File: config.mk
export PLATFORM = sky130hd
export DESIGN_NAME = block_draw_sequencer
export DESIGN_NICKNAME = d
export VERILOG_FILES = /design/src/rtl/block_draw_sequencer_pkg.sv /design/src/rtl/pixel_scanner.sv /design/src/rtl/block_draw_sequencer.sv
export SDC_FILE = /design/constraint.sdc
export NUM_CORES = 1
export LEC_CHECK = 0
export BUFFER_PORTS_ARGS = -buffer_cell sky130_fd_sc_hd__buf_2
export CORE_MARGIN = 1.5
export CORE_UTILIZATION = 40
export DETAILED_ROUTE_END_ITERATION = 10
export GPL_TIMING_DRIVEN = 0
export SKIP_LAST_GASP = 1
export SLEW_MARGIN = 20
export SYNTH_ARGS = -nofsm -noshare
export SYNTH_HDL_FRONTEND = slang
export SYNTH_SLANG_ARGS = --single-unit
File: constraint.sdc
create_clock -name clk -period 4.2 [get_ports clk]
set_input_delay 0.63 -clock clk [delete_from_list [all_inputs] [get_ports clk]]
set_output_delay 0.63 -clock clk [all_outputs]
set_load 0.01 [all_outputs]
File: src/rtl/block_draw_sequencer_pkg.sv
// rtl/block_draw_sequencer_pkg.sv - shared screen, colour and state definitions
//
// Purpose: screen-size defaults, 3-bit colour constants and the sequencer
//          state encoding, imported by the block draw sequencer files.
// Ports:   none (package).
package block_draw_sequencer_pkg;

  localparam int SCREEN_W_DEFAULT = 160;
  localparam int SCREEN_H_DEFAULT = 120;

  localparam logic [2:0] COL_BLACK   = 3'b000;
  localparam logic [2:0] COL_BLUE    = 3'b001;
  localparam logic [2:0] COL_GREEN   = 3'b010;
  localparam logic [2:0] COL_CYAN    = 3'b011;
  localparam logic [2:0] COL_RED     = 3'b100;
  localparam logic [2:0] COL_MAGENTA = 3'b101;
  localparam logic [2:0] COL_YELLOW  = 3'b110;
  localparam logic [2:0] COL_WHITE   = 3'b111;

  typedef enum logic [2:0] {
    S_IDLE  = 3'd0,
    S_CLR   = 3'd1,
    S_ERASE = 3'd2,
    S_DRAW  = 3'd3,
    S_DONE  = 3'd4
  } seq_state_t;

endpackage

File: src/rtl/pixel_scanner.sv
// rtl/pixel_scanner.sv - 2-D pixel counter, x fastest then y
//
// Purpose: steps (cx,cy) over 0..limit_x by 0..limit_y, one point per enabled
//          cycle, and wraps back to (0,0) after the last point.
// Ports:
//   clk, reset_n       clock, synchronous active-low reset
//   start              force the counter back to (0,0)
//   enable             advance one point
//   limit_x, limit_y   highest cx / cy value of the current scan
//   cx, cy             current point
//   last               current point is (limit_x, limit_y)
module pixel_scanner #(
  parameter int XW = 8,
  parameter int YW = 7
) (
  input  logic          clk,
  input  logic          reset_n,
  input  logic          start,
  input  logic          enable,
  input  logic [XW-1:0] limit_x,
  input  logic [YW-1:0] limit_y,
  output logic [XW-1:0] cx,
  output logic [YW-1:0] cy,
  output logic          last
);

  logic last_x;
  logic last_y;

  assign last_x = (cx == limit_x);
  assign last_y = (cy == limit_y);
  assign last   = last_x && last_y;

  always_ff @(posedge clk) begin
    if (!reset_n || start) begin
      cx <= '0;
      cy <= '0;
    end else if (enable) begin
      if (last_x) begin
        cx <= '0;
        cy <= last_y ? '0 : cy + 1'b1;
      end else begin
        cx <= cx + 1'b1;
      end
    end
  end

endmodule

File: src/rtl/block_draw_sequencer.sv
// rtl/block_draw_sequencer.sv - erase/draw/clear sequencer owning the VGA plot port
//
// Purpose: on tick, erases the SIZE x SIZE block at the old origin, then draws it
//          at the new origin; on clear_req, fills the whole screen with BG_COL.
// Ports:
//   clk, reset_n                 clock, synchronous active-low reset
//   tick                         start erase+draw (coords/colour sampled on accept)
//   clear_req                    clear whole screen (merged pending flag while busy)
//   old_x, old_y, new_x, new_y   block origins to erase / draw
//   colour                       draw colour
//   vga_x, vga_y, vga_colour     adapter pixel address and colour
//   vga_plot                     adapter write enable
//   busy                         any state except IDLE
//   done                         one-cycle pulse at the end of each operation
//   overrun                      sticky: tick arrived and could not be accepted
module block_draw_sequencer
  import block_draw_sequencer_pkg::*;
#(
  parameter int         X_W      = 8,
  parameter int         Y_W      = 7,
  parameter int         SIZE     = 4,
  parameter int         SCREEN_W = SCREEN_W_DEFAULT,
  parameter int         SCREEN_H = SCREEN_H_DEFAULT,
  parameter logic [2:0] BG_COL   = COL_BLACK
) (
  input  logic           clk,
  input  logic           reset_n,
  input  logic           tick,
  input  logic           clear_req,
  input  logic [X_W-1:0] old_x,
  input  logic [Y_W-1:0] old_y,
  input  logic [X_W-1:0] new_x,
  input  logic [Y_W-1:0] new_y,
  input  logic [2:0]     colour,
  output logic [X_W-1:0] vga_x,
  output logic [Y_W-1:0] vga_y,
  output logic [2:0]     vga_colour,
  output logic           vga_plot,
  output logic           busy,
  output logic           done,
  output logic           overrun
);

  localparam logic [X_W-1:0] BLK_LIM_X = X_W'(SIZE - 1);
  localparam logic [Y_W-1:0] BLK_LIM_Y = Y_W'(SIZE - 1);
  localparam logic [X_W-1:0] SCR_LIM_X = X_W'(SCREEN_W - 1);
  localparam logic [Y_W-1:0] SCR_LIM_Y = Y_W'(SCREEN_H - 1);
  localparam logic [X_W:0]   SCR_W_EXT = (X_W+1)'(SCREEN_W);
  localparam logic [Y_W:0]   SCR_H_EXT = (Y_W+1)'(SCREEN_H);

  seq_state_t state;
  seq_state_t next_state;

  logic [X_W-1:0] old_x_q, new_x_q;
  logic [Y_W-1:0] old_y_q, new_y_q;
  logic [2:0]     colour_q;
  logic           clr_pending;

  logic           clr_wanted;
  logic           tick_accept;
  logic           scanning;
  logic           scan_start;
  logic [X_W-1:0] lim_x;
  logic [Y_W-1:0] lim_y;
  logic [X_W-1:0] cx;
  logic [Y_W-1:0] cy;
  logic           scan_last;

  logic [X_W-1:0] base_x;
  logic [Y_W-1:0] base_y;
  logic [X_W:0]   sum_x;
  logic [Y_W:0]   sum_y;

  // A clear (fresh or pending) always wins over a tick arriving in IDLE.
  assign clr_wanted  = clear_req || clr_pending;
  assign tick_accept = (state == S_IDLE) && tick && !clr_wanted;
  assign scanning    = (state == S_CLR) || (state == S_ERASE) || (state == S_DRAW);
  // Every scan ends by wrapping to (0,0); holding the counter in IDLE also
  // recovers cleanly after a reset that landed mid-scan.
  assign scan_start  = (state == S_IDLE);

  assign lim_x = (state == S_CLR) ? SCR_LIM_X : BLK_LIM_X;
  assign lim_y = (state == S_CLR) ? SCR_LIM_Y : BLK_LIM_Y;

  pixel_scanner #(
    .XW (X_W),
    .YW (Y_W)
  ) u_scanner (
    .clk     (clk),
    .reset_n (reset_n),
    .start   (scan_start),
    .enable  (scanning),
    .limit_x (lim_x),
    .limit_y (lim_y),
    .cx      (cx),
    .cy      (cy),
    .last    (scan_last)
  );

  // State register
  always_ff @(posedge clk) begin
    if (!reset_n) begin
      state <= S_IDLE;
    end else begin
      state <= next_state;
    end
  end

  // Coordinate latches, pending clear and overrun flag
  always_ff @(posedge clk) begin
    if (!reset_n) begin
      old_x_q     <= '0;
      old_y_q     <= '0;
      new_x_q     <= '0;
      new_y_q     <= '0;
      colour_q    <= '0;
      clr_pending <= 1'b0;
      overrun     <= 1'b0;
    end else begin
      if (tick_accept) begin
        old_x_q  <= old_x;
        old_y_q  <= old_y;
        new_x_q  <= new_x;
        new_y_q  <= new_y;
        colour_q <= colour;
      end
      // In IDLE any pending clear is consumed by the transition to CLR.
      if (state == S_IDLE) begin
        clr_pending <= 1'b0;
      end else if (clear_req) begin
        clr_pending <= 1'b1;
      end
      if (tick && !tick_accept) begin
        overrun <= 1'b1;
      end
    end
  end

  // Next-state logic
  always_comb begin
    next_state = state;
    case (state)
      S_IDLE: begin
        if (clr_wanted) begin
          next_state = S_CLR;
        end else if (tick) begin
          next_state = S_ERASE;
        end
      end
      S_CLR:   if (scan_last) next_state = S_DONE;
      S_ERASE: if (scan_last) next_state = S_DRAW;
      S_DRAW:  if (scan_last) next_state = S_DONE;
      S_DONE:  next_state = S_IDLE;
      default: next_state = S_IDLE;
    endcase
  end

  // Output logic: sums are one bit wider so off-screen pixels are suppressed
  // rather than wrapping onto the opposite edge.
  always_comb begin
    base_x     = '0;
    base_y     = '0;
    vga_colour = 3'b000;
    case (state)
      S_ERASE: begin
        base_x     = old_x_q;
        base_y     = old_y_q;
        vga_colour = BG_COL;
      end
      S_DRAW: begin
        base_x     = new_x_q;
        base_y     = new_y_q;
        vga_colour = colour_q;
      end
      S_CLR: begin
        vga_colour = BG_COL;
      end
      default: begin
        vga_colour = 3'b000;
      end
    endcase
    sum_x    = {1'b0, base_x} + {1'b0, cx};
    sum_y    = {1'b0, base_y} + {1'b0, cy};
    vga_plot = scanning && (sum_x < SCR_W_EXT) && (sum_y < SCR_H_EXT);
    vga_x    = scanning ? sum_x[X_W-1:0] : '0;
    vga_y    = scanning ? sum_y[Y_W-1:0] : '0;
    busy     = (state != S_IDLE);
    done     = (state == S_DONE);
  end

endmodule

### Word-level counts from Yosys, hierarchy flattened

Index checks and enable logic that the tools add are counted.

* bits in registers: 53
* input port bits: 37
* output and inout port bits: 22
* word-level logic and storage cells: 59

* add/sub/neg operators: 4
* order comparisons: 2
* eq/ne operators: 9
* mux-type cells: 14
* bitwise gates (word level): 1
* reduce and logical (&&, ||, !) cells: 19

Operators with widths (number)
* $mux W8: 3
* $mux W7: 3
* $pmux W8 S2: 1
* $mux W3: 5
* $pmux W7 S2: 1
* $add A8 B8 Y9: 1
* $lt A9 B8 Y1 const B: 1
* $pmux W3 S3: 1
* $add A7 B7 Y8: 1
* $add A8 B1 Y8 const B: 1
* $eq A8 B8 Y1: 1
* $lt A8 B7 Y1 const B: 1
* $add A7 B1 Y7 const B: 1
* $eq A7 B7 Y1: 1
* $eq A3 B2 Y1 const B: 2
* $logic_and A1 B1 Y1: 6
* $logic_or A1 B1 Y1: 4
* $reduce_or A2 Y1: 2
* $eq A3 B1 Y1 const B: 1
* $eq A3 B3 Y1 const B: 1
* $logic_not A1 Y1: 3
* $logic_not A3 Y1: 1
* $ne A3 B3 Y1 const B: 1
* $reduce_and A3 Y1: 1
* 5 further kinds: 5

### Depth between registers and ports, before layout

* depth in word-level cells: 6
* gate-level depth with buffers: 12
* depth with buffers taken out: 11

### Cells and area by module

Synthesis repeated with hierarchy kept, for this count alone.

* cell total of the unflattened synthesis: 412
* area, all modules: 3514.6 um^2

By module, submodules not included
* block_draw_sequencer: times used 1, cells each 308, area an instance 2660.1 um^2, seq. area each 760.7 um^2
* pixel_scanner: times used 1, cells each 104, area an instance 854.6 um^2, seq. area each 300.3 um^2

### Worst setup path after synthesis

Ideal clock, no wire load.

* path kind: flip-flop to output port
* start: register state[1]
* end: output vga_plot
* arrival time: 3032 ps
* data required time: 3570 ps
* setup slack: 538 ps
* stages on the path, launching flop included: 13
* buffers on the path: 1
* path through: dfxtp_1 > inv_1 > nor3_1 > clkbuf_1 > a22o_1 > ha_1 > inv_1 > fa_1 > nand2b_1 > a21oi_1 > xnor2_1 > nor4b_1 > nor4_1

* longest elaborated chain between the ends: 6
* elaborated cells between the ends (all ways): 13
* those cells by class: add/sub (2); order compare (2); eq/ne (3); mux (2); reduce/logical (4)

Ends and longest elaborated chain
* from (decl): line block_draw_sequencer.sv:51 `seq_state_t state;`
* from (signal assigned): line block_draw_sequencer.sv:105 `state <= next_state;`
* $eq A3 B2 Y1: line block_draw_sequencer.sv:77, block_draw_sequencer.sv:164
* $pmux W8 S2: line block_draw_sequencer.sv:164 `case (state)`
* $add A8 B8 Y9: line block_draw_sequencer.sv:182 `sum_x = {1'b0, base_x} + {1'b0, cx};`
* $lt A9 B8 Y1: line block_draw_sequencer.sv:184 `vga_plot = scanning && (sum_x < SCR_W_EXT) && (sum_y < SCR_H_EXT);`
* $logic_and A1 B1 Y1: line block_draw_sequencer.sv:184
* $logic_and A1 B1 Y1 (*): line block_draw_sequencer.sv:184
* to (decl): line block_draw_sequencer.sv:38 `output logic vga_plot,`

Every way passes the cells marked *; elsewhere a longest branch is shown, timed or not.

### Worst setup path in the final report

Same ends and word-level chain as after synthesis.

==> reports/qor.yml <==
run_status:
  status: "completed"
global_routing:
  grt.overflow.total: 0
  grt_use_total_pct: 18.6
  antenna_found_initial: 0
  grt_pass1_vias: 2698
  grt_pass1_wl_um: 12700
  grt_max_degree: 16
finish:
  drive_above_1_share_pct: 19.1
  synthToLayoutAreaGrowth_pct: 18.0
  stdcell_area_um2: 3750
  diodes: 0
  finalNetCount: 516
  instances_no_fill: 563
  final_cell_mix: "nand2_1, buf_2, dfxtp_1, nor2_1, a21boi_0"
  layout_commonest_cell: "nand2_1"
  fillers: 834
worst_setup_path:
  start_kind: "register"
  crit_type: "reg -> out"
  crit_path_start: "state[1]"
  reg2reg_to: "u_scanner.cy[0]"
  critPathMaxFanout: 10
  path_cells: "inv_1, nor3_4, clkbuf_4, a22o_1, ha_1, inv_1, fa_1, nand2b_1, a21oi_1, xnor2_1, nor4b_2, nor4_1, buf_2"
  worstPathRequired_ns: 3.57
  r2r_slack_ns: 1.70
  crit_end: "vga_plot"
  path_common_cell: "inv_1"
  end_kind: "output pin"
  rr_worst_depth: 6
  max_stage_delay_ns: 0.40
  slowest_stage: "dfxtp_2"
  arrival_ns: 3.27
  r2r_start: "u_scanner.cx[1]"
logic_synthesis:
  yosysTopAreaCell: "dfxtp_1"
  synth_area_um2: 3180
  syn_nets: 452
  synth_top_area_share_pct: 33.4
  synth_area_leaders: "dfxtp_1, nand2_1, a21boi_0"
  netlist_instances: 396
  synth_seq_cells: 53
  ys_warn_count: 0
  synth-seq-area-share_pct: 33.4
  postSynthAreaPerCell_um2: 8.02
  synth_edf_count: 0
  ys_async_sr_fraction_pct: 0
  ys.flop_type: "dfxtp_1"
  synth_cell_type_count: 54
die:
  core_um2: 7690
  fp-row-count: 32
  start_util_pct: 41.3
  io-pin-count: 59
  die_y_um: 92.1
  die_w_um: 92.1
  dieArea_um2: 8490
detailed_routing:
  post_drt_wl_per_cell_um: 13.5
  ant_nets: 0
  drt_iter0_drc: 94
  drt-total-wl_um: 7630
  viasPerCell: 5.20
  num_vias: 2927
  drc_errors: 0
  drt-pass1-iter-count: 4
placement:
  dpl_cell_area_um2: 3590
  port-buffer-count: 58
  dp_cells: 556
  place_hpwl_um: 5830
  routabilityCongestion: 0.810
sta:
  hold_viol_final: 0
  worst_pin_slew_ns: 0.520
  skew_ns: 0.00484
  fin_crit_sh_pct: 92.9
  fmax_mhz: 256
  setup_viol: 0
  tns_ns: 0
  maxSlewHeadroom_pct: 65.3
  grt_setup_unrepaired: "no"
  hold_slack_ns: 0.467
  maxSlewViolCount: 0
  period_minus_slack_ns: 3.90
pwr:
  p_leak_nw: 1.51
  power_density_nw_per_um2: 383
  vdd_drop_max_mv: 0.245
cts:
  cts_buffers: 5
  insertion_delay_ns: 0.31
  postCtsHoldBufs: 0
  root_buffer: "clkbuf_8"
  cts_tree: "done"
  cts.htree.levels: 2
  cts_buffer_depth: 2
  path_clk_slew_ns: 0.09
  clkSinkCount: 53
min_path:
  min_path_type: "reg -> reg"
run:
  max_cap_violations: 0
[timing repair]
item                       4_1_cts  5_1_grt
pin swaps                        0        1
buffers inserted                 0        2
setup endpoints to repair        7        2
gates resized for setup          5        8
[worst max-delay path: cells and delay by family (launching register included)]
kind | cells | cell delay, ns
AOI/OAI and AO/OA | 2 | 0.35
adders and majority gates | 2 | 0.58
and+or+nand+nor | 4 | 0.81
buffers and inverters | 4 | 0.63
DFF | 1 | 0.40
xor gates and xnor gates | 1 | 0.18
[cell usage after synthesis (all sizes together), types with 3 or more instances]
cell type	number
nand4	6
nor3	9
a21boi	34
nand3	8
ha	17
a22o	15
nor4b	3
nand2	80
and2	7
xnor2	13
o21bai	4
nor2b	4
xor2	8
dfxtp	53
inv	9
mux2i	3
and3	3
buf	5
nor3b	6
o21ai	9
a211oi	3
nor2	38
clkbuf	15
a21oi	9
[report_power, final]
group,total (mW),switching [mW],internal (mW)
logic,0.483,0.299,0.184
clock network,0.360,0.165,0.195
registers,0.595,0.0377,0.557
[through the flow]
| stage | worst slack (ns) | utilization [%] | total power, mW |
|---|---|---|---|
| CTS | 0.000594 | 48.4 | 1.44 |
| detailed placement | -0.241 | 46.8 | 1.07 |
| floorplan | 0.538 | - | 0.926 |
| global route | 0.0508 | 48.8 | 1.54 |
| global placement | -0.243 | 46.8 | 1.07 |
| finish | 0.299 | 48.8 | 1.44 |
[sequential cells by signal, indices dropped and copies added (netlist names)]
| register | cells |
|---|---|
| new_x_q | 8 |
| old_x_q | 8 |
| u_scanner.cx | 8 |
| new_y_q | 7 |
| state | 3 |
| colour_q | 3 |
| u_scanner.cy | 7 |
| overrun | 1 |
| old_y_q | 7 |
| clr_pending | 1 |
[routing by layer]
layer	up-vias	wire length, µm	GRT usage (%)
met5	-	0	0
met4	0	79	4.74
met3	8	388	2.74
met2	65	3480	30.7
met1	1337	3680	25.2
li1	1517	-	-
[cells by family (layout without fill, tap and decap cells)]
logic type      Yosys count  count (layout)  synth area share (%)
simple gates            178             178                  26.3
compound gates           92              92                  21.5
flops                    53              53                  33.4
xor+xnor                 21              21                  5.79
fa+ha+maj                19              19                  7.96
buf+inv                  29              94                  3.70
mux                       4               4                  1.30
[how the worst min path moves through the flow]
| stage | start | to | slack [ns] | cells after the start |
|---|---|---|---|---|
| floorplan | colour_q[0] | colour_q[0] | 0.44 | 2 |
| global placement | colour_q[2] | colour_q[2] | 0.45 | 2 |
| detailed placement | colour_q[2] | colour_q[2] | 0.46 | 2 |
| CTS | new_x_q[2] | new_x_q[2] | 0.47 | 2 |
| global route | new_y_q[0] | new_y_q[0] | 0.49 | 2 |
| finish | colour_q[1] | colour_q[1] | 0.47 | 2 |
[layout make-up]
| cell class | instances | area (µm²) | area share [%] |
|---|---|---|---|
| Buffer | 17 | 80.1 | 2.14 |
| Timing Repair Buffer | 60 | 305 | 8.14 |
| Tap cell | 102 | 128 | 3.40 |
| Clock buffer | 7 | 86.3 | 2.30 |
| Multi-Input combinational cell | 314 | 2020 | 54.0 |
| Sequential cell | 53 | 1060 | 28.4 |
| Clock inverter | 1 | 30.0 | 0.801 |
| Inverter | 9 | 33.8 | 0.901 |
Note: power is estimated with default switching activity, not from simulation.
